### src/rtl/alu_pkg.sv
// Shared types for the ALU operand loader: FSM state encoding and opcode width.
package alu_pkg;

  localparam int MODE_W = 4;

  typedef enum logic [1:0] {
    LOAD_A  = 2'd0,
    LOAD_B  = 2'd1,
    LOAD_OP = 2'd2,
    EXEC    = 2'd3
  } loader_state_t;

endpackage

### src/rtl/btn_debounce.sv
// Raw push button -> 2-flop sync -> stability counter -> registered one-cycle rise pulse.
module btn_debounce #(
  parameter int DB_CYCLES = 500000
) (
  input  logic clk,
  input  logic rst_n,
  input  logic btn,
  output logic press
);

  localparam int CW = $clog2(DB_CYCLES + 1);
  localparam logic [CW-1:0] LAST = CW'(DB_CYCLES - 1);

  logic [1:0]    sync;
  logic [CW-1:0] cnt;
  logic          db;
  logic          db_q;

  always_ff @(posedge clk or negedge rst_n) begin
    if (!rst_n) begin
      sync  <= '0;
      cnt   <= '0;
      db    <= 1'b0;
      db_q  <= 1'b0;
      press <= 1'b0;
    end else begin
      sync  <= {sync[0], btn};
      db_q  <= db;
      press <= db & ~db_q;
      // Any cycle where the synchronized level agrees with db restarts the count.
      if (sync[1] == db)
        cnt <= '0;
      else if (cnt == LAST) begin
        cnt <= '0;
        db  <= ~db;
      end else
        cnt <= cnt + 1'b1;
    end
  end

endmodule

### src/rtl/alu_operand_loader.sv
// Steps operand A, operand B and opcode from switches into ALU registers on debounced presses.
module alu_operand_loader
  import alu_pkg::*;
#(
  parameter int N         = 4,
  parameter int DB_CYCLES = 500000
) (
  input  logic              clk,
  input  logic              rst_n,
  input  logic [N-1:0]      sw,
  input  logic [MODE_W-1:0] sw_mode,
  input  logic              btn_next,
  input  logic              btn_clr,
  output logic [N-1:0]      in1,
  output logic [N-1:0]      in2,
  output logic [MODE_W-1:0] mode,
  output logic              valid,
  output logic [1:0]        state_o
);

  loader_state_t state;
  logic [1:0]    press;  // [0]=next, [1]=clr

  btn_debounce #(.DB_CYCLES(DB_CYCLES)) u_db [1:0] (
    .clk   (clk),
    .rst_n (rst_n),
    .btn   ({btn_clr, btn_next}),
    .press (press)
  );

  always_ff @(posedge clk or negedge rst_n) begin
    if (!rst_n) begin
      state <= LOAD_A;
      in1   <= '0;
      in2   <= '0;
      mode  <= '0;
    end else if (press[1]) begin
      // clr wins over a coincident next
      state <= LOAD_A;
      in1   <= '0;
      in2   <= '0;
      mode  <= '0;
    end else if (press[0]) begin
      case (state)
        LOAD_A:  begin in1  <= sw;      state <= LOAD_B;  end
        LOAD_B:  begin in2  <= sw;      state <= LOAD_OP; end
        LOAD_OP: begin mode <= sw_mode; state <= EXEC;    end
        default: state <= LOAD_A;
      endcase
    end
  end

  assign valid   = (state == EXEC);
  assign state_o = state;

endmodule

### config.mk
export PLATFORM = sky130hd
export DESIGN_NAME = alu_operand_loader
export DESIGN_NICKNAME = d
export VERILOG_FILES = /design/src/rtl/alu_pkg.sv /design/src/rtl/btn_debounce.sv /design/src/rtl/alu_operand_loader.sv
export SDC_FILE = /design/constraint.sdc
export NUM_CORES = 1
export LEC_CHECK = 0
export ABC_AREA = 1
export BUFFER_PORTS_ARGS = -buffer_cell sky130_fd_sc_hd__buf_2
export CAP_MARGIN = 20
export CORE_ASPECT_RATIO = 1.2
export CORE_MARGIN = 5
export CORE_UTILIZATION = 59
export CTS_CLUSTER_SIZE = 40
export DETAILED_ROUTE_END_ITERATION = 6
export PLACE_DENSITY_LB_ADDON = 0.1
export SETUP_SLACK_MARGIN = 0.1
export SLEW_MARGIN = 20
export SYNTH_ARGS = -nofsm -noshare
export SYNTH_HDL_FRONTEND = slang
export SYNTH_HIERARCHICAL = 1
export SYNTH_SLANG_ARGS = --single-unit
### constraint.sdc
create_clock -name clk -period 1.43 [get_ports clk]
set_input_delay 0.143 -clock clk [delete_from_list [all_inputs] [get_ports clk]]
set_output_delay 0.143 -clock clk [all_outputs]
set_load 0.05 [all_outputs]
* After elaboration in Yosys (flattened, before gate mapping) *
Index checks and enable logic that the tools add are counted.

word-level totals
  logic and storage cells = 57
  bits of input ports = 12
  register bits after elaboration = 62
  output and inout port bits = 15

cells by class
  add/subtract/negate cells = 2
  reduce and logical (&&, ||, !) cells = 10
  multiplexer cells = 16
  eq/ne operators = 7
  bitwise gates (word level) = 8

operators with widths
  kind                                                  number
  2-to-1 mux 19 bit                                     4
  adder 19 x 1 -> 19 bit (second input constant)        2
  equality test 19 bit (second input constant)          2
  2-to-1 mux 4 bit                                      9
  AND reduction 2 bit                                   5
  nonzero test 2 bit                                    4
  NOT 1 bit                                             6
  one-hot mux 2 bit (3 select lines)                    1
  equality test 2 bit (second input constant)           2
  2-to-1 mux 2 bit                                      2
  bitwise AND 1 bit                                     2
  equality test 1 bit                                   2
  equality test 2 x 1 -> 1 bit (second input constant)  1
  zero test 2 bit                                       1

* Depth between registers and ports, before layout *
  word-level depth = 4
  depth in mapped cells = 8
  depth with buffers taken out = 8

* By module *
Netlist, hierarchy kept.

modules (own cells, without submodules)
  module              seq. area each (um^2)  instances  cells an instance  area each (um^2)
  btn_debounce        600.6                  2          151                1241.2
  alu_operand_loader  350.3                  1          73                 636.9

* Worst setup path before layout *
Ideal clock, no wire load.

  path kind = register -> register
  start point = reg state[0], in the netlist state_o[0]
  end point = reg mode[0]
  stages on the path, launching flop included = 7
  required time = 1312 ps
  path slack = -2 ps
  clock period less this slack = 1432 ps
  path buffers = 0
  arrival = 1315 ps
  library setup time = 118 ps
  path through = dfrtp_1 inv_1 ha_1 nand2_1 nand2_1 nand2_1 nor2_1

on the way
  word-level cells in the longest chain between the ends = 3

ends and longest elaborated chain
  item                           line                      RTL
  start, declared                alu_operand_loader.sv:21  loader_state_t state;
  start signal, assigned         alu_operand_loader.sv:33  state <= LOAD_A;
  start signal, assigned         alu_operand_loader.sv:39  state <= LOAD_A;
  start signal, assigned         alu_operand_loader.sv:45  LOAD_A: begin in1 <= sw; state <= LOAD_B; end
  equality test 2 bit            alu_operand_loader.sv:44  case (state)
  nonzero test 2 bit (no line)   -
  AND reduction 2 bit (no line)  -
  end signal, assigned           alu_operand_loader.sv:36  mode <= '0;
  end signal, assigned           alu_operand_loader.sv:42  mode <= '0;
  end signal, assigned           alu_operand_loader.sv:47  LOAD_OP: begin mode <= sw_mode; state <= EXEC; end
  end, declared                  alu_operand_loader.sv:16  output logic [MODE_W-1:0] mode,

No other way between the ends.
A chain may end at the register's enable or synchronous reset.

* Final worst setup path *
  start point = reg u_db[0].cnt[0]
  end point = reg u_db[0].cnt[18]

on the way
  word-level cells in the longest chain between the ends = 3
  elaborated cells between the ends (all ways) = 4
  classes of those cells = add/sub: 1; eq/ne: 1; mux: 2

ends and longest elaborated chain
  item                                                                   line                                    RTL
  start, declared                                                        btn_debounce.sv:15                      logic [CW-1:0] cnt;
  start signal, assigned                                                 btn_debounce.sv:37                      cnt <= cnt + 1'b1;
  adder 19 x 1 -> 19 bit / equality test 19 bit (equally long branches)  btn_debounce.sv:37, btn_debounce.sv:33
  2-to-1 mux 19 bit (*)                                                  btn_debounce.sv:33                      else if (cnt == LAST) begin
  2-to-1 mux 19 bit (*)                                                  btn_debounce.sv:31                      if (sync[1] == db)

Mark *: on every way between the ends. The rest lies on a longest branch, timed or not.

==> metrics.txt <==
status finished clean; GP Congestion 0.917; CP top delay family simple AND/OR/NAND/NOR gates; Max FO, Critical Path 4; Worst Tran Pin Value about 0.43 ns; leakage power ~0.0018 µW; fin nets approximately 450; post-DP HPWL approximately 4500 µm; WL final roughly 6600 µm; Reg clk slew, reported paths 0.07 ns; post-layout min period roughly 1.4 ns; fmax about 0.74 GHz; compound-gate portion of the synthesized area 0.0449; crit path capture u_db[0]/cnt[18]; Cell Count, Final, Fillers Out 494; CP startpoint u_db[0]/cnt[0]; Design Area, Final a little under 4000 µm²; DIE AREA between 6000 and 7000 µm²; worst path cell trace ha_2, nand2_4, nor2_4, nand2_2, nor2_2, nand3_1, nand3_1, nor2_1; fin. max-slew vios 0; post-synthesis mux area share 0; Pwr per Cell Area around 900 nW/µm²; Worst Path Arrival ~1.6 ns; Post-Synth XOR/XNOR Area 0.0554; first-pass GRT wire length about 11000 µm; Hold Vio Cnt, Final 0; top layer in use met4; vias per cell ~5.2; Layout fillers about 390; Vias 2562; Inserted Diodes 0; Synth Area in Adders 0.0241; routed wl met3 about 240 µm; crit end category flop; Syn. warnings 6; layout cells sized above 1 0.275; largest cells by area after synthesis dfrtp_1, nor2_1, nand2_1, nand3_1, inv_1; Slowest cell on crit path dfrtp_1; Syn Std Cell Area 3120 µm²; asr flop ratio synth 1.00; Crit Path Class flop to flop; initial core utilization 0.597; Critical Path Stages 8; commonest cells in the netlist nor2_1, nand2_1, dfrtp_1; Peak VDD IR slightly below 700 µV; starting DRC count in detailed routing 140; gr ovfl total 0; Synth area leader dfrtp_1; RSZ-0062 raised after global routing true; FP Rows 29; Power, Total between 3000 and 4000 µW; vias in the first global route roughly 2500; Max transition margin 0.711; flops & latches, synth between 60 and 70; met2 wire length approximately 3600 µm; Die Wd about 76 µm; DP Worst Slack -0.0310 ns; worst path required time 1.66 ns; largest family of logic cells by synthesized area simple AND/OR/NAND/NOR gates; CP Buf/Inv Count 0; Core Box Area 5230 µm²; Syn Inst Count around 380; DR WL/cell between 10 and 15 µm; R2R Path End u_db[0]/cnt[18]; reg-to-reg slack, setup slightly below 0.08 ns; synth unique cells 24; largest net degree at the start of global routing 27; Final period util 0.945; clk_skew about 0.0050 ns; CP max stage delay roughly 0.37 ns; clock buffer depth 2; clk_lat worst skew 0.34 ns; Post-Route M1 WL between 2000 and 3000 µm; ys flop type dfrtp_1; Post-synth EDFFs 0; Area Growth Syn to Fin 23.8%; HP Class input port to flop; Final setup viols 0; count leader, synth nor2_1; worst r2r src u_db[0]/cnt[0]; WHS Path Cells 3; Post-Synthesis Net Count 393; CTS buffer count 9; Final Worst Setup Slack between 0.07 and 0.08 ns; Port Buffers 26; Register-to-Register Path Depth 8; initial antenna violation count 0; cell count after placement between 400 and 500; Residual DRC 0; Sinks on Clock Net 62; Global Route Usage Sum 0.198; drt first pass iters 4; most used cell, CP nand3_1; Placed Area approximately 3400 µm²; sequential share of the synthesized area 0.497; IO Pins 27; CTS Root Cell clkbuf_8; Die Ht ~90 µm; area fraction of the dominant cell type after synthesis 0.497; H-tree lvl count 3; Final Hold Slack 0.0321 ns; Worst Setup Start Kind flop; Max-Cap Viols 0; remaining antenna violation count after routing 0; post-synthesis simple-gate area fraction 0.318; Mean Syn Cell Area approximately 8.3 µm²; CTS tree built
-- cells by family after synthesis --
logic type,after synthesis
adders and majority gates,6
buffers and inverters,48
AOI/OAI and AO/OA,27
DFF,62
xor gates and xnor gates,18
and+or+nand+nor,214
-- power breakdown --
| group | internal (µW) | switching, µW |
|---|---|---|
| registers | 1780 | 20.0 |
| logic | 75.4 | 121 |
| clock network | 837 | 656 |
| total | 2690 | 797 |
-- flip-flops by register name (all words and copies together) (netlist names) --
register / count
u_db/db_q: 2
in1: 4
u_db/cnt: 38
state_o: 2
u_db/press: 2
mode: 4
u_db/db: 2
in2: 4
u_db/sync: 4
-- per-stage QoR --
step	setup TNS, ns	util
finish	0	0.739
global route	0	0.739
CTS	0	0.695
detailed placement	-0.155	0.643
global placement	0	0.643
floorplan	0	-
-- worst min path at each step --
| stage | start | endpoint | slack, ns |
|---|---|---|---|
| CTS | sw_mode[3] | mode[3] | 0.01 |
| detailed placement | rst_n | u_db[1]/cnt[7] | 0.10 |
| floorplan | rst_n | in1[0] | -0.15 |
| finish | sw_mode[3] | mode[3] | 0.03 |
| global route | sw_mode[3] | mode[3] | 0.03 |
| global placement | rst_n | u_db[1]/cnt[7] | 0.10 |
-- final cells by class --
class | instances | area [µm²] | share of cell area
clock buffer | 11 | 141 | 0.0366
clock inverter | 4 | 47.5 | 0.0123
inverter | 47 | 176 | 0.0457
multi-input combinational | 265 | 1560 | 0.405
sequential | 62 | 1560 | 0.403
tap | 62 | 77.6 | 0.0201
timing repair buffer | 43 | 300 | 0.0777
-- tightest hold or removal path, stage by stage --
cell and delay (ns):
buf_2 0.07, nor2_1 0.03, nor2_1 0.08
-- per-layer routing --
layer  up-vias  global-route usage
met4         0               0.107
met5         -                   0
met3         9              0.0579
li1       1280                   -
met1      1224               0.225
met2        49               0.343
-- layout by cell type (no fill, tap or decap), types with 3 or more instances in the layout --
cell / instances
nand3_2: 8
nand4_1: 4
dfrtp_2: 3
xnor2_1: 4
dlygate4sd3_1: 3
dfrtp_1: 59
buf_2: 25
o21ai_0: 13
nand2_2: 9
inv_1: 42
nand2_4: 7
clkbuf_8: 10
nor2_4: 11
a21oi_1: 6
nor3_1: 3
buf_4: 11
xor2_1: 12
o21ai_1: 5
inv_2: 5
nand3_1: 25
ha_1: 4
nand2_1: 61
nor2_2: 12
nor2_1: 67
-- what timing repair did --
action                                 4_1_cts  5_1_grt
setup endpoints to repair                   24       35
hold buffers                                 3        0
gates resized for setup                     12       35
setup buffers                                1       11
endpoints found under the hold margin       16        0
pin swaps                                    3       20
Power figures use the tool's default switching activity.
